==> src/rtl/mc_ctrl_if.sv <==
// Unified memory port between the multi-cycle controller and instruction/data memory.
interface mc_ctrl_if;
    logic       mem_req;
    logic       mem_we;
    logic       mem_ready;
    logic       iord;
    logic [2:0] dm_type;

    modport master (output mem_req, output mem_we, output iord, output dm_type, input mem_ready);
    modport slave  (input mem_req, input mem_we, input iord, input dm_type, output mem_ready);
endinterface

==> src/rtl/mc_ctrl.sv <==
// Multi-cycle RV32I control unit: FETCH/DECODE/EXEC/MEM/WB sequencing over one shared memory port.
// Optional performance counters (cycle_cnt, instret_cnt) are enabled with `define MC_CTRL_PERF_EN.
module mc_ctrl #(
    parameter int TIMEOUT = 255,
    parameter int CNT_W   = 8
) (
    input  logic       clk,
    input  logic       rstn,
    input  logic [6:0] op,
    input  logic [2:0] funct3,
    input  logic [6:0] funct7,
    input  logic       zero,
    mc_ctrl_if.master  mem,
    output logic       ir_write,
    output logic       pc_write,
    output logic [2:0] npc_op,
    output logic       reg_write,
    output logic [1:0] wd_sel,
    output logic       alu_src_b,
    output logic [4:0] alu_op,
    output logic [5:0] ext_op,
    output logic       trap,
    output logic [2:0] state
`ifdef MC_CTRL_PERF_EN
    ,
    output logic [31:0] cycle_cnt,
    output logic [31:0] instret_cnt
`endif
);

    typedef enum logic [2:0] {
        FETCH  = 3'd0,
        DECODE = 3'd1,
        EXEC   = 3'd2,
        MEM    = 3'd3,
        WB     = 3'd4,
        TRAP   = 3'd5
    } state_t;

    localparam logic [6:0] OP_R    = 7'b0110011;
    localparam logic [6:0] OP_I    = 7'b0010011;
    localparam logic [6:0] OP_LD   = 7'b0000011;
    localparam logic [6:0] OP_ST   = 7'b0100011;
    localparam logic [6:0] OP_BR   = 7'b1100011;
    localparam logic [6:0] OP_JAL  = 7'b1101111;
    localparam logic [6:0] OP_JALR = 7'b1100111;

    localparam logic [CNT_W-1:0] TIMEOUT_C = CNT_W'(TIMEOUT);

    state_t           cur;
    state_t           nxt;
    logic [CNT_W-1:0] wait_cnt;
    logic             is_r, is_i, is_ld, is_st, is_br, is_jal, is_jalr;
    logic             legal;
    logic             timeout_hit;
    logic             req_state;
    logic             br_taken;

    assign is_r    = (op == OP_R);
    assign is_i    = (op == OP_I);
    assign is_ld   = (op == OP_LD);
    assign is_st   = (op == OP_ST);
    assign is_br   = (op == OP_BR);
    assign is_jal  = (op == OP_JAL);
    assign is_jalr = (op == OP_JALR);

    assign req_state   = (cur == FETCH) || (cur == MEM);
    assign timeout_hit = (TIMEOUT != 0) && (wait_cnt == TIMEOUT_C);
    assign br_taken    = ((funct3 == 3'b000) && zero) || ((funct3 == 3'b001) && !zero);

    always_comb begin
        legal = 1'b0;
        if (is_r)
            legal = (funct7 == 7'b0000000) ||
                    ((funct7 == 7'b0100000) && ((funct3 == 3'b000) || (funct3 == 3'b101)));
        else if (is_i || is_jal)
            legal = 1'b1;
        else if (is_ld)
            legal = (funct3 == 3'b000) || (funct3 == 3'b001) || (funct3 == 3'b010) ||
                    (funct3 == 3'b100) || (funct3 == 3'b101);
        else if (is_st)
            legal = (funct3 == 3'b000) || (funct3 == 3'b001) || (funct3 == 3'b010);
        else if (is_br)
            legal = (funct3 == 3'b000) || (funct3 == 3'b001);
        else if (is_jalr)
            legal = (funct3 == 3'b000);
    end

    // A completion in the same cycle the counter hits TIMEOUT takes priority over the trap.
    always_comb begin
        nxt = cur;
        case (cur)
            FETCH:  if (mem.mem_ready) nxt = DECODE;
                    else if (timeout_hit) nxt = TRAP;
            DECODE: nxt = legal ? EXEC : TRAP;
            EXEC:   if (is_ld || is_st) nxt = MEM;
                    else if (is_br) nxt = FETCH;
                    else nxt = WB;
            MEM:    if (mem.mem_ready) nxt = is_st ? FETCH : WB;
                    else if (timeout_hit) nxt = TRAP;
            WB:     nxt = FETCH;
            TRAP:   nxt = TRAP;
            default: nxt = FETCH;
        endcase
    end

    always_ff @(posedge clk or negedge rstn) begin
        if (!rstn) begin
            cur      <= FETCH;
            wait_cnt <= '0;
`ifdef MC_CTRL_PERF_EN
            cycle_cnt   <= '0;
            instret_cnt <= '0;
`endif
        end else begin
            cur <= nxt;
            if (req_state && !mem.mem_ready && (nxt == cur))
                wait_cnt <= wait_cnt + CNT_W'(1);
            else
                wait_cnt <= '0;
`ifdef MC_CTRL_PERF_EN
            if (cur != TRAP)
                cycle_cnt <= cycle_cnt + 32'd1;
            if ((nxt == FETCH) && ((cur == EXEC) || (cur == MEM) || (cur == WB)))
                instret_cnt <= instret_cnt + 32'd1;
`endif
        end
    end

    // FETCH outputs are gated by rstn so the request drops the moment reset is asserted.
    always_comb begin
        mem.mem_req = 1'b0;
        mem.mem_we  = 1'b0;
        mem.iord    = 1'b0;
        mem.dm_type = 3'b000;
        ir_write    = 1'b0;
        pc_write    = 1'b0;
        npc_op      = 3'b000;
        reg_write   = 1'b0;
        wd_sel      = 2'b00;
        alu_src_b   = 1'b0;
        alu_op      = 5'b00000;
        ext_op      = 6'b000000;
        trap        = 1'b0;
        case (cur)
            FETCH: begin
                if (rstn) begin
                    mem.mem_req = 1'b1;
                    if (mem.mem_ready) begin
                        ir_write = 1'b1;
                        pc_write = 1'b1;
                    end
                end
            end
            EXEC: begin
                if (is_r) begin
                    alu_op = {1'b0, funct7[5], funct3};
                end else if (is_i) begin
                    alu_src_b = 1'b1;
                    alu_op    = {1'b0, funct7[5] & (funct3 == 3'b101), funct3};
                    ext_op    = ((funct3 == 3'b001) || (funct3 == 3'b101)) ? 6'b100000 : 6'b010000;
                end else if (is_ld || is_st) begin
                    alu_src_b = 1'b1;
                    ext_op    = is_ld ? 6'b010000 : 6'b001000;
                end else if (is_br) begin
                    alu_op = 5'b01000;
                    ext_op = 6'b000100;
                    if (br_taken) begin
                        pc_write = 1'b1;
                        npc_op   = 3'b001;
                    end
                end else if (is_jal) begin
                    ext_op   = 6'b000001;
                    pc_write = 1'b1;
                    npc_op   = 3'b010;
                end else if (is_jalr) begin
                    ext_op    = 6'b010000;
                    alu_src_b = 1'b1;
                    pc_write  = 1'b1;
                    npc_op    = 3'b100;
                end
            end
            MEM: begin
                mem.mem_req = 1'b1;
                mem.iord    = 1'b1;
                mem.dm_type = funct3;
                mem.mem_we  = is_st;
            end
            WB: begin
                reg_write = 1'b1;
                if (is_ld)
                    wd_sel = 2'b01;
                else if (is_jal || is_jalr)
                    wd_sel = 2'b10;
            end
            TRAP: trap = 1'b1;
            default: ;
        endcase
    end

    assign state = cur;

endmodule

==> src/flat_wrapper.sv <==
// flat-port wrapper written by rule: the top's interface ports become plain ports
module mc_ctrl_flat 
#(
    parameter int TIMEOUT = 255,
    parameter int CNT_W   = 8
)
  (clk, rstn, op, funct3, funct7, zero, ir_write, pc_write, npc_op, reg_write, wd_sel, alu_src_b, alu_op, ext_op, trap, state, mem_mem_req, mem_mem_we, mem_iord, mem_dm_type, mem_mem_ready);
  mc_ctrl_if mem_i ();
  input  logic clk;
  input  logic rstn;
  input  logic [6:0] op;
  input  logic [2:0] funct3;
  input  logic [6:0] funct7;
  input  logic zero;
  output logic ir_write;
  output logic pc_write;
  output logic [2:0] npc_op;
  output logic reg_write;
  output logic [1:0] wd_sel;
  output logic alu_src_b;
  output logic [4:0] alu_op;
  output logic [5:0] ext_op;
  output logic trap;
  output logic [2:0] state;
  output wire logic [$bits(mem_i.mem_req)-1:0] mem_mem_req;
  output wire logic [$bits(mem_i.mem_we)-1:0] mem_mem_we;
  output wire logic [$bits(mem_i.iord)-1:0] mem_iord;
  output wire logic [$bits(mem_i.dm_type)-1:0] mem_dm_type;
  input wire logic [$bits(mem_i.mem_ready)-1:0] mem_mem_ready;
  assign mem_mem_req = mem_i.mem_req;
  assign mem_mem_we = mem_i.mem_we;
  assign mem_iord = mem_i.iord;
  assign mem_dm_type = mem_i.dm_type;
  assign mem_i.mem_ready = mem_mem_ready;
  mc_ctrl #(.TIMEOUT(TIMEOUT), .CNT_W(CNT_W)) u_core (.clk(clk), .rstn(rstn), .op(op), .funct3(funct3), .funct7(funct7), .zero(zero), .mem(mem_i), .ir_write(ir_write), .pc_write(pc_write), .npc_op(npc_op), .reg_write(reg_write), .wd_sel(wd_sel), .alu_src_b(alu_src_b), .alu_op(alu_op), .ext_op(ext_op), .trap(trap), .state(state));
endmodule
==> config.mk <==
export PLATFORM = sky130hd
export DESIGN_NAME = mc_ctrl_flat
export DESIGN_NICKNAME = d
export VERILOG_FILES = /design/src/rtl/mc_ctrl_if.sv /design/src/rtl/mc_ctrl.sv /design/src/flat_wrapper.sv
export SDC_FILE = /design/constraint.sdc
export NUM_CORES = 1
export LEC_CHECK = 0
export BUFFER_PORTS_ARGS = -buffer_cell sky130_fd_sc_hd__buf_2
export CAP_MARGIN = 20
export CELL_PAD_IN_SITES_DETAIL_PLACEMENT = 1
export CELL_PAD_IN_SITES_GLOBAL_PLACEMENT = 1
export CORE_MARGIN = 5
export CORE_UTILIZATION = 33
export CTS_CLUSTER_DIAMETER = 120
export DETAILED_ROUTE_END_ITERATION = 6
export HOLD_SLACK_MARGIN = 0.05
export PLACE_DENSITY = 0.87
export SYNTH_ARGS = -nofsm -noshare
export SYNTH_HDL_FRONTEND = slang
export SYNTH_SLANG_ARGS = --single-unit
==> constraint.sdc <==
create_clock -name clk -period 3.3 [get_ports clk]
set_clock_uncertainty 0.1 [all_clocks]
set_input_delay 0.165 -clock clk [delete_from_list [all_inputs] [get_ports clk]]
set_output_delay 0.165 -clock clk [all_outputs]
set_load 0.02 [all_outputs]
# ---- Yosys cells after proc, flatten, opt, wreduce, memory -nomap -nowiden
# Cells that the tools add are included.
dict set report word_totals {
  register_bits 11
  output_inout_bits 30
  mem_count 0
  ramBits 0
  elab_cells 109
  latch_bits 0
  rom_bits 0
  in_bits 21
}
dict set report classes {
  div_mod_pow 0
  muxes 64
  eq_ne 19
  n_reduce_logical 22
  shifts 0
  order_cmp 0
  multipliers 0
  n_bitwise 1
  addsub 1
}
# cell count
set op_table {}
lappend op_table {{$mux 3} 15}
lappend op_table {{$mux 6} 7}
lappend op_table {{$mux 5} 6}
lappend op_table {{$mux 1} 28}
lappend op_table {{$eq 7x6->1 const B} 3}
lappend op_table {{$eq 7x7->1 const B} 3}
lappend op_table {{$pmux 3 s5} 1}
lappend op_table {{$eq 3x3->1 const B} 4}
lappend op_table {{$logic_or 1x1->1} 12}
lappend op_table {{$eq 3x2->1 const B} 3}
lappend op_table {{$add 8x1->8 const B} 1}
lappend op_table {{$eq 8x8->1 const B} 1}
lappend op_table {{$mux 8} 1}
lappend op_table {{$eq 7x2->1 const B} 1}
lappend op_table {{$eq 7x5->1 const B} 1}
lappend op_table {{$logic_not 7->1} 1}
lappend op_table {{$eq 3x1->1 const B} 2}
lappend op_table {{$logic_not 3->1} 2}
lappend op_table {{$mux 2} 3}
lappend op_table {{$logic_and 1x1->1} 5}
lappend op_table {{$mux 4} 1}
lappend op_table {{$pmux 1 s2} 2}
lappend op_table {{$eq 3x3->1} 1}
lappend op_table {{$logic_not 1->1} 2}
lappend op_table {{$and 1x1->1} 1}

# ---- Longest topological paths before layout
dict set report depth {
  depth_word 13
  mapped_depth 6
  mapped_depth_nobuf 6
}

# ---- Least setup slack after synthesis
# No wires, ideal clock.
dict set report synth_path {
  path_type {flip-flop to output port}
  from {register u_core.cur[0], in the netlist u_core.state[0]}
  to {output npc_op[1]}
  setup_slack_ns 1.011
  t_arrival_ns 2.024
  path_buffers 3
  required_time_ns 3.035
  path_stages_with_launch 6
  path_cell_list {dfrtp_1 buf_4 or3b_2 clkbuf_1 nor3_1 buf_4}
}
dict set report synth_between {
  elab_chain_cells 2
}
# element line_no
set synth_lines {}
lappend synth_lines {{start: declaration} mc_ctrl.sv:50} ;# state_t cur;
lappend synth_lines {{start signal: assignment} mc_ctrl.sv:116} ;# cur <= nxt;
lappend synth_lines {{$eq 3x2->1} mc_ctrl.sv:145} ;# case (cur)
lappend synth_lines {{$mux 3} mc_ctrl.sv:145}
lappend synth_lines {{end: declaration} flat_wrapper.sv:17} ;# output logic [2:0] npc_op;
# Every way passes these cells.

# ---- Worst setup path in the final report
dict set report layout_path {
  from {register u_core.cur[2], in the netlist u_core.state[2]}
  to {output ext_op[4]}
}
dict set report layout_between {
  elab_chain_cells 2
}
# element line_no
set layout_lines {}
lappend layout_lines {{$eq 3x2->1} mc_ctrl.sv:145}
lappend layout_lines {{$mux 6} mc_ctrl.sv:145}
lappend layout_lines {{end: declaration} flat_wrapper.sv:22} ;# output logic [5:0] ext_op;
# Every way passes these cells.

==> metrics.csv <==
stage,metric,value,unit
clocking,cts.htree.levels,1,
detailed_routing,vias_per_cell,5.44,
power,p_sw_share,42.1,%
clocking,cts_sinks,11,
detailed_routing,dr.pass1.iters,4,
power,seqPwrFrac,40.1,%
global_route,grt_pass1_vias,1141,
floorplanning,die_h,64.8,µm
power,leakage,0.627,nW
yosys,postSynthAreaPerCell,7.79,µm²
finish,postLayoutCellArea,1250,µm²
yosys,synth_warnings,0,
power,ir_drop,0.177,mV
finish,final_nets,196,
floorplanning,coreArea,2810,µm²
setup_path,crit_type,flip-flop to output port,
setup_path,crit_chain,or3b_2 -> nor2_1 -> o21a_1 -> buf_2,
detailed_routing,vias,1110,
yosys,netlist_area,990,µm²
setup_path,crit_family,simple AND/OR/NAND/NOR gates,
floorplanning,rows,19,
sta,clock.fmax,0.471,GHz
setup_path,worstPathMaxFanout,12,
yosys,ys_seq_area_share,27.8,%
power,p_switching,0.000190,W
setup_path,cp_num_buf_inv,1,
setup_path,crit_slowest_cell,or3b_2,
yosys,synthFlopType,dfrtp_1,
placement,port_buffers,48,
clocking,clockBufferDepth,2,
setup_path,critPathRequiredTime,3.03,ns
finish,syn_to_final_growth,26.5,%
detailed_routing,drt-initial-drc-count,41,
setup_path,arrival,1.86,ns
power,p_per_area,361,nW/µm²
clocking,clk_latency,0.27,ns
yosys,synthCells,127,
clocking,cts_tree,built,
sta,finalCritPeriodShare,64.3,%
detailed_routing,drt-total-wl,3120,µm
yosys,async_reset_ff_share,100,%
global_route,grt_max_degree,14,
yosys,ys_types,46,
sta,rsz0062_at_grt,no,
sta,slew-limit-headroom,61.1,%
placement,hpwl,2570,µm
power,comb_power_share,39.4,%
finish,final_cell_mix,"48 x buf_2, 15 x nor2_1, 12 x nand2_1, 11 x dfrtp_1, 10 x and2_1",
setup_path,critical_path_depth,4,
setup_path,slowest_delay,0.61,ns
setup_path,rr_worst_depth,5,
setup_path,cp-endpoint,ext_op[4],
global_route,grt_pass1_wl,5080,µm
global_route,grtUsageTotal,15.3,%
setup_path,startpoint,u_core.state[2],
detailed_routing,drc,0,
setup_path,r2r_slack,1.57,ns
setup_path,reg2reg_from,u_core.wait_cnt[0],
sta,finalHoldViolCount,0,
sta,tightestPinTransition,0.579,ns
clocking,path_clk_slew,0.07,ns
setup_path,critPathLaunchType,flip-flop,
setup_path,endpoint_kind,output port,
status,status,finished clean,
finish,final_common_cell,buf_2,
floorplanning,ios,51,
clocking,numCtsBuffers,3,
clocking,cts_root_buf,clkbuf_4,
power,fin_total_pwr,0.000453,W
power,clkPwrFrac,20.6,%
floorplanning,die-area,4190,µm²
min_path,hp-class,input pin to flip-flop,
placement,gp_congestion,0.883,
floorplanning,initial_utilization,35.3,%
global_route,grt-ovfl-total,0,
clocking,cts_resized,0,
yosys,ys_ff_latch,11,
flow_run,maxCapViolCount,0,
finish,diodes,0,
sta,drv_slew,0,
placement,placed_area,1220,µm²
yosys,synth_edf_count,0,
detailed_routing,ant_nets,0,
finish,drive_above_1_share,34.7,%
sta,fin_tns_setup,0,ns
setup_path,r2r_end,u_core.state[1],
sta,setup_viol,0,
global_route,antenna_found_initial,0,
detailed_routing,avgRoutedWirePerCell,15.3,µm
floorplanning,dieWidth,64.8,µm
sta,period_needed,2.12,ns
power,p_int,0.000262,W
logic make-up after synthesis:
logic type	share of synthesized area [%]
and+or+nand+nor	41.6
DFF	27.8
xor gates and xnor gates	7.08
other	0.379
buffers and inverters	6.45
AOI/OAI and AO/OA	15.4
adders and majority gates	1.26
registers in the layout, summed over array words and instances, names as in the netlist:
| name | cells |
|---|---|
| u_core.state | 3 |
| u_core.wait_cnt | 8 |
Yosys cell counts (2+ instances only):
| library cell | n | area, µm² |
|---|---|---|
| nor3_1 | 6 | 30.0 |
| nor2_1 | 15 | 56.3 |
| clkbuf_1 | 2 | 7.51 |
| buf_4 | 4 | 30.0 |
| inv_1 | 2 | 7.51 |
| a31oi_1 | 2 | 12.5 |
| dfrtp_1 | 11 | 275 |
| xnor2_1 | 2 | 17.5 |
| nor4_1 | 2 | 12.5 |
| and3b_1 | 2 | 17.5 |
| o21ai_0 | 3 | 15.0 |
| a21oi_1 | 5 | 25.0 |
| nor3b_1 | 2 | 15.0 |
| nor2b_1 | 2 | 12.5 |
| nand2_1 | 12 | 45.0 |
| nand3_1 | 8 | 40.0 |
| and3_1 | 4 | 25.0 |
| xor2_1 | 6 | 52.6 |
| and2_1 | 10 | 62.6 |
cell type report:
cell class | count | area [µm²]
fillers | 372 | 1550
well taps | 31 | 38.8
repair buffers | 49 | 250
inverters | 2 | 7.51
flip-flops and latches | 11 | 275
clock buffers | 4 | 26.3
multi-input cells | 107 | 654
routing by layer:
| metal | GRT usage, % | part of all wire, % |
|---|---|---|
| met5 | 0 | 0 |
| met2 | 26.9 | 50 |
| met1 | 17.8 | 42 |
| met4 | 7.39 | 2.1 |
| met3 | 2.94 | 6.2 |
metrics by stage:
step | util [%] | hold WS, ns | worst slack (ns) | cells
6_report | 44.6 | 0.177 | 1.18 | 204
5_1_grt | 44.6 | 0.169 | 1.08 | 204
4_1_cts | 44.6 | 0.165 | 1.17 | 204
3_5_place_dp | 43.4 | -0.0431 | 1.48 | 199
3_3_place_gp | 43.4 | -0.0471 | 1.51 | 199
2_1_floorplan | - | -0.231 | 1.01 | 128
power by group through the flow:
stage	clock (W)	combinational [W]	sequential, W
2_1_floorplan	0	0.000138	0.000172
3_3_place_gp	0	0.000175	0.000183
3_5_place_dp	0	0.000179	0.000184
4_1_cts	0.0000970	0.000180	0.000182
5_1_grt	0.000102	0.000196	0.000189
6_report	0.0000931	0.000178	0.000181
tightest hold or removal path, delay by kind of cell:
family | cells | cell delay (ns)
AOI/OAI and AO/OA | 2 | 0.20
buffers and inverters | 1 | 0.14
how the worst min path moves through the flow:
stage	from	end	slack (ns)	cells past startpoint
global route	mem_mem_ready	u_core.state[2]	0.17	3
floorplan	rstn	u_core.state[0]	-0.23	0
finish	mem_mem_ready	u_core.state[2]	0.18	3
CTS	mem_mem_ready	u_core.state[2]	0.17	3
detailed placement	rstn	u_core.wait_cnt[2]	-0.04	1
global placement	rstn	u_core.wait_cnt[2]	-0.05	1
timing repair:
action / CTS / global route
hold buffers: 1 / 0
hold endpoints to repair: 11 / 0
setup buffers: 0 / 0
Power figures use the tool's default switching activity.
